<file path="config.mk">
export PLATFORM = sky130hd
export DESIGN_NAME = branch_predictor
export DESIGN_NICKNAME = d
export VERILOG_FILES = /design/src/rtl/branch_predictor.sv
export SDC_FILE = /design/constraint.sdc
export NUM_CORES = 1
export LEC_CHECK = 0
export ABC_CLOCK_PERIOD_IN_PS = 7800
export CAP_MARGIN = 20
export CORE_MARGIN = 2
export CORE_UTILIZATION = 50
export DETAILED_ROUTE_END_ITERATION = 6
export PLACE_DENSITY_LB_ADDON = 0.05
export SYNTH_ARGS = -nofsm -noshare
export SYNTH_HDL_FRONTEND = slang
export SYNTH_SLANG_ARGS = --single-unit
</file>
<file path="constraint.sdc">
create_clock -name CLK -period 7.8 [get_ports CLK]
set_clock_uncertainty 0.1 [all_clocks]
set_input_delay 1.56 -clock CLK [delete_from_list [all_inputs] [get_ports CLK]]
set_output_delay 1.56 -clock CLK [all_outputs]
set_load 0.005 [all_outputs]
</file>
<file path="src/rtl/branch_predictor.sv">
// Direct-mapped branch target buffer with saturating direction counters.
// Same-cycle lookup for IF, training from resolved branches in MEM, plus branch/mispredict statistics.
module branch_predictor #(
  parameter int unsigned ENTRIES  = 16,
  parameter int unsigned CTR_BITS = 2,
  parameter int unsigned STAT_W   = 32
) (
  input  logic              CLK,
  input  logic              RST,
  input  logic [31:0]       fetch_pc,
  input  logic              pred_en,
  output logic              pred_taken,
  output logic [31:0]       pred_target,
  input  logic              upd_valid,
  input  logic [31:0]       upd_pc,
  input  logic              upd_taken,
  input  logic [31:0]       upd_target,
  input  logic              upd_pred_taken,
  input  logic              flush_tbl,
  output logic [STAT_W-1:0] branch_cnt,
  output logic [STAT_W-1:0] mispred_cnt
);

  localparam int unsigned IDX_W = $clog2(ENTRIES);
  localparam int unsigned TAG_W = 30 - IDX_W;
  localparam logic [CTR_BITS-1:0] CTR_MAX  = '1;
  localparam logic [CTR_BITS-1:0] CTR_WEAK = CTR_BITS'(1) << (CTR_BITS - 1);
  localparam logic [STAT_W-1:0]   STAT_MAX = '1;

  logic [ENTRIES-1:0]  valid_q, valid_d;
  logic [TAG_W-1:0]    tag_q    [ENTRIES];
  logic [TAG_W-1:0]    tag_d    [ENTRIES];
  logic [31:0]         target_q [ENTRIES];
  logic [31:0]         target_d [ENTRIES];
  logic [CTR_BITS-1:0] ctr_q    [ENTRIES];
  logic [CTR_BITS-1:0] ctr_d    [ENTRIES];
  logic [STAT_W-1:0]   branch_cnt_q, branch_cnt_d;
  logic [STAT_W-1:0]   mispred_cnt_q, mispred_cnt_d;

  logic [IDX_W-1:0] f_idx, u_idx;
  logic [TAG_W-1:0] f_tag, u_tag;
  logic             f_hit, u_hit;
  logic             unused_pc_lsbs;

  assign f_idx = fetch_pc[IDX_W+1:2];
  assign f_tag = fetch_pc[31:IDX_W+2];
  assign u_idx = upd_pc[IDX_W+1:2];
  assign u_tag = upd_pc[31:IDX_W+2];
  assign unused_pc_lsbs = ^upd_pc[1:0];

  assign f_hit = valid_q[f_idx] && (tag_q[f_idx] == f_tag);
  assign u_hit = valid_q[u_idx] && (tag_q[u_idx] == u_tag);

  // Lookup sees registered table state only; updates land after the edge.
  assign pred_taken  = pred_en && f_hit && ctr_q[f_idx][CTR_BITS-1];
  assign pred_target = pred_taken ? target_q[f_idx] : fetch_pc + 32'd4;
  assign branch_cnt  = branch_cnt_q;
  assign mispred_cnt = mispred_cnt_q;

  always_comb begin
    valid_d       = valid_q;
    tag_d         = tag_q;
    target_d      = target_q;
    ctr_d         = ctr_q;
    branch_cnt_d  = branch_cnt_q;
    mispred_cnt_d = mispred_cnt_q;
    if (upd_valid) begin
      if (branch_cnt_q != STAT_MAX) branch_cnt_d = branch_cnt_q + STAT_W'(1);
      if ((upd_taken != upd_pred_taken) && (mispred_cnt_q != STAT_MAX))
        mispred_cnt_d = mispred_cnt_q + STAT_W'(1);
      if (u_hit) begin
        if (upd_taken) begin
          if (ctr_q[u_idx] != CTR_MAX) ctr_d[u_idx] = ctr_q[u_idx] + CTR_BITS'(1);
          target_d[u_idx] = upd_target;
        end else if (ctr_q[u_idx] != '0) begin
          ctr_d[u_idx] = ctr_q[u_idx] - CTR_BITS'(1);
        end
      end else if (upd_taken) begin
        valid_d[u_idx]  = 1'b1;
        tag_d[u_idx]    = u_tag;
        target_d[u_idx] = upd_target;
        ctr_d[u_idx]    = CTR_WEAK;
      end
    end
    // Flush overrides any allocation made in the same cycle.
    if (flush_tbl) valid_d = '0;
  end

  always_ff @(posedge CLK) begin
    if (RST) begin
      valid_q       <= '0;
      ctr_q         <= '{default: '0};
      branch_cnt_q  <= '0;
      mispred_cnt_q <= '0;
    end else begin
      valid_q       <= valid_d;
      ctr_q         <= ctr_d;
      branch_cnt_q  <= branch_cnt_d;
      mispred_cnt_q <= mispred_cnt_d;
    end
  end

  // Tags and targets are gated by valid, so they need no reset.
  always_ff @(posedge CLK) begin
    tag_q    <= tag_d;
    target_q <= target_d;
  end

endmodule
</file>
==> results.toml, run 1 <==
[clock_network]
cts_max_level = 3
insertion_delay_ns = 0.70
cts_root_buffer = "clkbuf_16"
cts_tree = "yes"
cts_buffers = 107
cts_buffer_depth = 3
cts_hold_buf = 0
clkSlewWorstSetupHoldPaths_ns = 0.06
clock-sinks = 1040

[logic_synthesis]
synth.area.top_cells = "edfxtp_1 61%, mux4_2 19%, dfxtp_1 4.9%"
yosysUniqueCellTypes = 64
yosysSeqAreaShare_pct = 66.1
yosys_most_used_dff = "edfxtp_1"
synth_nets = 2572
synth_top_area_cell = "edfxtp_1"
async_flop_share_pct = 0
synth_warnings = 0
syn_area_per_cell_sq_um = 18.5
yosysTopAreaCellShare_pct = 61.2
syn-cell-area_sq_um = 45500
ys_ff_latch = 1040
synth_edf_count = 928
syn_inst = 2464

[die]
initial_utilization_pct = 50.5
ios = 200
die-area_sq_um = 93500
rows = 110
core_sq_um = 90100
die_w_um = 306
die_h_um = 306

[sta]
grt_setup_unrepaired = "true"
tightest_slew_ns = 1.08
min_period_ns = 7.76
post-route-period-util_pct = 99.5
setup_viol = 0
whs_ns = 0.373
max_freq_mhz = 129
hold_violations = 0
relSlewSlack_pct = 27.9
drv_slew = 0

[route]
via_count = 25064
vias_per_cell = 6.28
wirelength_mm = 120
dr.pass1.iters = 5
wl_per_cell_um = 30.2
drcViolationCount = 0
postRouteAntennaNets = 0
drtIter0Drc = 2629

[power]
ir_drop_mv = 0.194
leakagePower_nw = 16.7
power.density_nw_per_um2 = 228

[placement]
dp_hpwl_mm = 72.8
place.gp.congestion = 0.837
dpl.cell_count = 3786
io_buffers = 197

[global_routing]
grt_overflow_total = 0
antenna_found_initial = 4
grt_pass1_vias = 25452
grt_max_degree = 100
grt_pass1_wl_mm = 175
grt_usage_pct = 25.9

[cells_and_area]
n_antenna_cell = 0
final_util_pct = 58.4
syn2layout_area_growth_pct = 15.6
instances_no_fill = 3988
nFillCells = 6700
drive_gt1_share_pct = 25.3
fin_nets = 2827

[critical_path]
critPathCaptureType = "output port"
worst-r2r-setup-slack_ns = 3.56
cp.required_ns = 6.14
start_kind = "input pin"
crit_path_max_fanout = 25
crit_type = "input pin to output port"
arrival_ns = 6.10

[status]
status = "completed"

[worst_hold_path]
worst_hold_path_type = "flip-flop to flip-flop"

[flow_run]
max_cap_violations = 0
worst paths after layout:
| path | start | end | depth (start not counted) |
|---|---|---|---|
| worst min register to register | valid_q[15]$_SDFFE_PP0P_ | valid_q[15]$_SDFFE_PP0P_ | 2 |
| worst min-delay path | valid_q[15]$_SDFFE_PP0P_ | valid_q[15]$_SDFFE_PP0P_ | 2 |
| worst max-delay path | fetch_pc[2] | pred_target[21] | 12 |
| worst max register to register | tag_q[307]$_DFFE_PP_ | tag_q[208]$_DFFE_PP_ | 11 |
through the flow:
stage	cell area, sq um	TNS (ns)	worst slack [ns]	power, W
global route	52600	-0.0704	-0.0378	0.0124
floorplan	45500	0	1.24	0.00676
detailed placement	49200	0	0.109	0.00713
global placement	49200	0	0.173	0.00711
finish	52600	0	0.0417	0.0120
CTS	52600	0	0.0973	0.0121
critical path, cell delays in order:
cell and delay (ns):
buf_8 0.27, mux4_2 0.58, mux4_2 0.54, xnor2_1 0.26, nand4_1 0.14, nor4_1 0.52, nand4_1 0.36, nor4_4 0.44
buf_4 0.22, nand2_1 0.06, o21ai_0 0.38, clkdlybuf4s50_1 0.68
layout by cell type (no fill, tap or decap), types with 7 or more instances in the layout:
master / synthesis / layout
and4_1: 8 / 8
edfxtp_1: 928 / 928
and3_1: 17 / 17
nor2_1: 95 / 79
clkinv_2: 0 / 22
mux2i_1: 89 / 89
xnor2_1: 62 / 62
xor2_1: 76 / 76
nor2b_1: 9 / 9
mux2_2: 33 / 33
a21oi_1: 30 / 30
clkbuf_16: 0 / 108
clkinv_1: 1 / 25
buf_12: 1 / 8
nor4_1: 7 / 7
clkdlybuf4s50_1: 0 / 189
dfxtp_1: 112 / 112
nand3_1: 66 / 66
inv_1: 45 / 45
nand4_1: 20 / 20
o21ai_0: 48 / 47
buf_4: 8 / 88
nor2_4: 0 / 16
clkbuf_1: 68 / 27
o22ai_1: 14 / 14
nand2_1: 100 / 100
or3_1: 19 / 19
nor3_1: 12 / 11
bufinv_16: 0 / 8
nand2b_1: 41 / 41
o32ai_4: 8 / 8
mux4_2: 383 / 383
a22oi_1: 17 / 17
registers in the layout, indices dropped and copies added, names as in the netlist:
name	count
valid_q	16
mispred_cnt	32
ctr_q	32
branch_cnt	32
target_q	512
tag_q	416
layer usage:
| metal | vias up | wire length [um] | GRT usage [%] |
|---|---|---|---|
| met5 | - | 44 | 0 |
| met4 | 6 | 3250 | 6.95 |
| met3 | 196 | 8250 | 4.59 |
| met2 | 957 | 59700 | 42.7 |
| met1 | 13329 | 49200 | 36.0 |
| li1 | 10576 | - | - |
synthesized netlist by cell type (all sizes together), types with 41 or more instances:
| cell type | n |
|---|---|
| nor2 | 95 |
| xnor2 | 62 |
| o21ai | 50 |
| nand2b | 41 |
| nand3 | 66 |
| xor2 | 76 |
| mux4 | 383 |
| buf | 79 |
| nand2 | 100 |
| inv | 45 |
| clkbuf | 68 |
| mux2i | 89 |
| dfxtp | 112 |
| edfxtp | 928 |
repair_timing:
item | CTS | global route
resized for setup | 0 | 1
setup endpoints to repair | 0 | 2
buffers inserted | 0 | 0
power by group:
| part | switching (W) | internal [W] | leakage [nW] |
|---|---|---|---|
| Sequential | 0.0000210 | 0.00613 | 9.26 |
| Combinational | 0.000476 | 0.000381 | 5.74 |
| Clock | 0.00214 | 0.00285 | 1.67 |
| Total | 0.00264 | 0.00936 | 16.7 |
cell families (layout without fill, tap and decap cells):
group	count (synthesis)	count (layout)	share of synthesized area [%]
flip-flops	1040	1040	66.1
multiplexers	505	505	21.7
AND/OR/NAND/NOR	421	421	4.66
buffers and inverters	193	541	1.98
AO/OA/AOI/OAI	162	162	2.71
XOR/XNOR	138	138	2.65
adder cells (fa/ha/maj)	5	5	0.137
cell type report:
class | count | area, sq um | share of cell area (%)
inverter | 46 | 173 | 0.328
clock inverter | 63 | 572 | 1.09
multi-input combinational | 1231 | 14700 | 27.8
timing repair buffer | 293 | 2790 | 5.30
tap | 1176 | 1470 | 2.80
sequential | 1040 | 30100 | 57.2
clock buffer | 139 | 2860 | 5.43
No activity file was read; power rests on OpenSTA's default activity.
==> inputs of run 2 (changes only) <==
--- a/config.mk
+++ b/config.mk
@@ -6,7 +6,6 @@
 export NUM_CORES = 1
 export LEC_CHECK = 0
 export ABC_CLOCK_PERIOD_IN_PS = 7800
-export CAP_MARGIN = 20
 export CORE_MARGIN = 2
 export CORE_UTILIZATION = 50
 export DETAILED_ROUTE_END_ITERATION = 6
==> run 2 against run 1 <==
Hold slack worse by 0.0094 ns; final area is essentially flat; register-to-register slack worse by 0.04 ns; routed wire length decreased by 0.20%; via count down 0.16%; critical endpoint is now pred_target[9]; highest routed layer unchanged.
==> results.toml, run 2 (synthesized netlist as in run 1, its figures left out) <==
[global_routing]
grt_usage_pct = 25.9
grt_pass1_vias = 25498
grt_pass1_wl_mm = 175
grt_overflow_total = 0
grt_max_degree = 100
antenna_found_initial = 7

[placement]
place.gp.congestion = 0.837
dp_hpwl_mm = 72.8
io_buffers = 197
pre_cts_slack_ns = 0.112

[critical_path]
cp.required_ns = 6.14
start_kind = "input pin"
critPathCaptureType = "output port"
rr_startpoint = "tag_q[229]$_DFFE_PP_"
reg2reg_depth = 11
crit_path_max_fanout = 50
cp_slowest_cell = "mux4_2"
worst-r2r-setup-slack_ns = 3.52
cp_cell_sequence = "buf_8, mux4_2, mux4_2, xnor2_1, nand4_1, nor4_1, nand4_1, nor4_4, buf_12, mux2_2, clkdlybuf4s50_1"
crit_type = "input pin to output port"
max_stage_delay_ns = 0.58
r2r-end = "tag_q[208]$_DFFE_PP_"
arrival_ns = 5.93

[route]
drtIter0Drc = 2613
vias_per_cell = 6.28
dr.pass1.iters = 5
drcViolationCount = 0
wirelength_mm = 120
postRouteAntennaNets = 0
via_count = 25024
wl_per_cell_um = 30.2

[power]
p_seq_share_pct = 51.1
switching_share_pct = 21.6
power_w = 0.0120
p_int_w = 0.00943
leakagePower_nw = 16.7
p_sw_w = 0.00260
combPwrFrac_pct = 7.1
power.density_nw_per_um2 = 229
p_clk_share_pct = 41.8
ir_drop_mv = 0.187

[sta]
grt_setup_unrepaired = "false"
tightest_slew_ns = 1.17
hold_violations = 0
max_freq_mhz = 132
tns_ns = 0
drv_slew = 0
post-route-period-util_pct = 97.3
relSlewSlack_pct = 20.2
whs_ns = 0.364
layout_setup_ws_ns = 0.209
min_period_ns = 7.59
setup_viol = 0

[die]
ios = 200
rows = 110
initial_utilization_pct = 50.5
core_sq_um = 90100
die_h_um = 306
die-area_sq_um = 93500
die_w_um = 306

[clock_network]
cts_tree = "yes"
cts_buffers = 107
insertion_delay_ns = 0.70
cts_max_level = 3
cts_buffer_depth = 3
clock-sinks = 1040
clkSlewWorstSetupHoldPaths_ns = 0.06
cts_setup_buffers = 0
cts_root_buffer = "clkbuf_16"

[worst_hold_path]
min_from = "valid_q[0]$_SDFFE_PP0P_"
worst_hold_path_type = "flip-flop to flip-flop"
hold_path_end = "valid_q[0]$_SDFFE_PP0P_"
min_path_cells = 2

[cells_and_area]
regMostFlops = "target_q"
final_cell_mix = "928 x edfxtp_1, 383 x mux4_2, 189 x clkdlybuf4s50_1"
largestRegisters = "target_q: 512 flops, tag_q: 416 flops"
syn2layout_area_growth_pct = 15.6
mostFrequentLayoutCell = "edfxtp_1"
drive_gt1_share_pct = 25.4
largest_register_ffs = 512
final_util_pct = 58.4
fin_nets = 2825
nFillCells = 6721

[flow_run]
max_cap_violations = 0

[status]
status = "completed"
[run 2: worst max path at each step]
stage | start | endpoint | slack (ns) | depth (start not counted)
3_3_place_gp | fetch_pc[2] | pred_target[21] | 0.17 | 13
3_5_place_dp | fetch_pc[2] | pred_target[21] | 0.11 | 12
4_1_cts | fetch_pc[2] | pred_target[21] | 0.09 | 12
6_report | fetch_pc[2] | pred_target[9] | 0.21 | 11
2_1_floorplan | fetch_pc[3] | pred_target[0] | 1.24 | 11
5_1_grt | fetch_pc[2] | pred_target[9] | 0.09 | 12
[run 2: power groups by stage]
stage | clock (W) | sequential (W) | combinational (W)
after floorplan | 0 | 0.00626 | 0.000498
after global placement | 0 | 0.00626 | 0.000853
after detailed placement | 0 | 0.00626 | 0.000862
after CTS | 0.00513 | 0.00615 | 0.000865
after global routing | 0.00535 | 0.00615 | 0.000907
final | 0.00503 | 0.00615 | 0.000857
[run 2: area by class of cell]
cell class / instances / area (sq um) / share of cell area (%)
sequential: 1040 / 30100 / 57.2
inverter: 46 / 173 / 0.328
tap: 1176 / 1470 / 2.80
timing repair buffer: 291 / 2770 / 5.26
clock inverter: 59 / 577 / 1.10
multi-input combinational: 1231 / 14700 / 27.8
antenna: 2 / 5.00 / 0.00951
clock buffer: 140 / 2880 / 5.46
[run 2: critical path, delay by kind of cell]
kind	cells	cell delay [ns]
XOR/XNOR	1	0.26
buffers and inverters	3	1.02
multiplexers	3	1.53
AND/OR/NAND/NOR	4	1.46
[run 2: per-stage QoR]
step                      area, sq um  cells
final                           52600   3985
after global routing            52600   3984
after CTS                       52600   3983
after detailed placement        49200   3784
after global placement          49200   3784
after floorplan                 45500   2464
[run 2: per-layer routing]
layer	global-route usage (%)	vias up	wire, um
li1	-	10588	-
met1	36.0	13327	49200
met2	42.6	934	59700
met3	4.53	167	8550
met4	7.02	8	2800
met5	0	-	60
[run 2: timing repair]
item                       in CTS  in global routing
setup endpoints to repair       0                  2
hold buffers                    0                  0
resized for setup               0                  4
==> edit: new RTL, flow settings as in run 1 <==
`STAT_W`: 32 -> 36.
--- a/src/rtl/branch_predictor.sv
+++ b/src/rtl/branch_predictor.sv
@@ -3,7 +3,7 @@
 module branch_predictor #(
   parameter int unsigned ENTRIES  = 16,
   parameter int unsigned CTR_BITS = 2,
-  parameter int unsigned STAT_W   = 32
+  parameter int unsigned STAT_W   = 36
 ) (
   input  logic              CLK,
   input  logic              RST,
Interface: changed (resized branch_cnt and mispred_cnt); port bits go from 200 to 208. The function was not compared with the original's and may differ.
==> edit against run 1 <==
Final cell count grew 1.9%. Largest cell class unchanged. Clock power grew 0.8%. Final area is 0.84% higher. Synthesized area grew 0.43%. Non-clock buffer count up 2. Power rose by 0.58%. Sequential cell count is 8 higher. Critical path type unchanged. Setup slack better by 0.49 ns. Register-to-register slack got worse by 0.49 ns. Critical path depth unchanged. Wire length up 2.3%. Largest power group unchanged. First-iteration DRC count down 8.1%.
==> edit: results (changes against run 1) <==
drtPass1Iterations: 5  # unchanged
cts_inserted_buffers: 107  # unchanged
final_layout_size_suffix_gt1_frac: 0.243  # was 0.253
clk_path_buf_depth: 3  # unchanged
hold_viol: 0  # unchanged
leakagePower_nw: 16.9  # was 16.7 nW
grt_util_all_layers: 0.264  # was 0.259
place_congestion: 0.845  # was 0.837
r2r_start: "tag_q[208]"  # was tag_q[307]
reg_top3: "target_q x512, tag_q x416"  # unchanged
drtIter0Drc: 2417  # was 2629
antenna_found_initial: 8  # was 4
via_count: 25600  # was 25.1k
grt_use_met2: 0.428  # was 0.427
status: "finished, final reports clean"  # unchanged
clock_latency_ns: 0.69
crit_arrival_ns: 5.61  # was 6.10 ns
holdCritStartpoint: "ctr_q[24]"  # was valid_q[15]
rrSetupSlack_ns: 3.07  # was 3.56 ns
post_cts_buffers: 0  # unchanged
ir_drop_uv: 207  # was 194 uV
clkTransAtPathRegs_ns: 0.06  # about the same
ys_seq_area_frac: 0.662  # was 0.661
ys_warn_count: 0  # unchanged
synth_top_cells_by_count: "edfxtp_1, mux4_2, nor2_1, nand2_1, dfxtp_1"  # was edfxtp_1, mux4_2, dfxtp_1, nand2_1, nor2_1
r2r-end: "ctr_q[3]"  # was tag_q[208]
fin_nets: 2903  # was 2827
h-tree-depth: 3  # unchanged
cp_slowest_stage_delay_ns: 0.61  # was 0.68 ns
ctsRootBufferMaster: "clkbuf_16"  # unchanged
syn_nets: 2646  # was 2572
wl_per_cell_um: 30.3  # was 30.2 um
crit_path_top_delay_cell: "or4_1"  # was clkdlybuf4s50_1
relSlewSlack: 0.287  # was 0.279
fillCellCount: 6694  # was 6700
async_reset_ff_frac: 0  # unchanged
min_path_cells: 2  # unchanged
place_hpwl_um: 75800  # was 72800 um
cts_resized: 0  # unchanged
holdPathEnd: "ctr_q[24]"  # was valid_q[15]
synth.distinct_cells: 62  # was 64
crit_fanout: 38  # was 25
io_buffers: 205  # was 197
synth_area_leaders: "edfxtp_1, mux4_2, dfxtp_1"  # unchanged
grt_max_degree: 91  # was 100
grt_pass1_wl_um: 179000  # was 175000 um
synth-edff-count: 928  # unchanged
use_met1: 0.371  # was 0.360
worstRegToRegCells: 9  # was 11
critPathTopFamily: "buffers and inverters"  # was simple AND/OR/NAND/NOR gates
hold_class: "register to register"  # unchanged
synth_ff_type: "edfxtp_1"  # unchanged
globalRouteMet3Util: 0.0496  # was 0.0459
## edit: changes by cell type after synthesis, sizes merged, moves of 20 or more
cell    change
nand2b     -20
nor2       +43
o21ai      +23
nand2      +22
nand3      -23
inv        -25
## edit: report_power, final
| group | switching (mW) | total [mW] | leakage [nW] | internal (mW) |
|---|---|---|---|---|
| Clock | 2.14 | 5.03 | 1.68 | 2.89 |
| Combinational | 0.470 | 0.849 | 5.86 | 0.379 |
| Sequential | 0.0227 | 6.19 | 9.33 | 6.17 |
## edit: metrics by stage
step / hold slack [ns] / instance area [um2] / power (mW) / cells / setup slack (ns)
finish: 0.381 / 53100 / 12.1 / 4064 / 0.529
detailed placement: 0.371 / 49600 / 7.16 / 3862 / 0.484
floorplan: 0.342 / 45700 / 6.80 / 2538 / 1.24
global placement: 0.358 / 49600 / 7.15 / 3861 / 0.442
CTS: 0.383 / 53100 / 12.2 / 4062 / 0.481
global route: 0.398 / 53100 / 12.4 / 4064 / 0.277
## edit: area by class of cell
cell class	count	area (um2)	area share
clock inverters	72	663	0.0125
clock buffers	128	2800	0.0527
well taps	1176	1470	0.0277
repair buffers	295	2860	0.0538
diodes	2	5.00	0.0000943
flip-flops and latches	1048	30300	0.570
multi-input cells	1323	14900	0.281
inverters	20	75.1	0.00141
## edit: kinds of logic after synthesis
family | Yosys count | synth area share
muxes | 487 | 0.210
AOI/OAI and AO/OA | 187 | 0.0279
and+or+nand+nor | 498 | 0.0538
buffers and inverters | 167 | 0.0166
DFF | 1048 | 0.662
xor gates and xnor gates | 146 | 0.0280
adders and majority gates | 5 | 0.00137
## edit: how the worst max path moves through the flow
stage                     start  slack [ns]               to
finish              fetch_pc[2]        0.53  pred_target[23]
global route        fetch_pc[2]        0.28  pred_target[30]
CTS                 fetch_pc[2]        0.48  pred_target[23]
detailed placement  fetch_pc[2]        0.48  pred_target[23]
global placement    fetch_pc[2]        0.44  pred_target[23]
floorplan           fetch_pc[2]        1.24   pred_target[1]
## edit: per-layer routing
layer  vias up  share of wire  wire, um
li1      10900              -         -
met1     13500           0.41     50900
met2      1045           0.49     59900
met3       199          0.074      9110
met4         8          0.026      3210
met5         -        0.00044        54
## edit: worst min-delay path, stage by stage (launching register included)
cell	delay (ns)
dfxtp_1	0.31
nand2b_1	0.07
mux2i_1	0.06
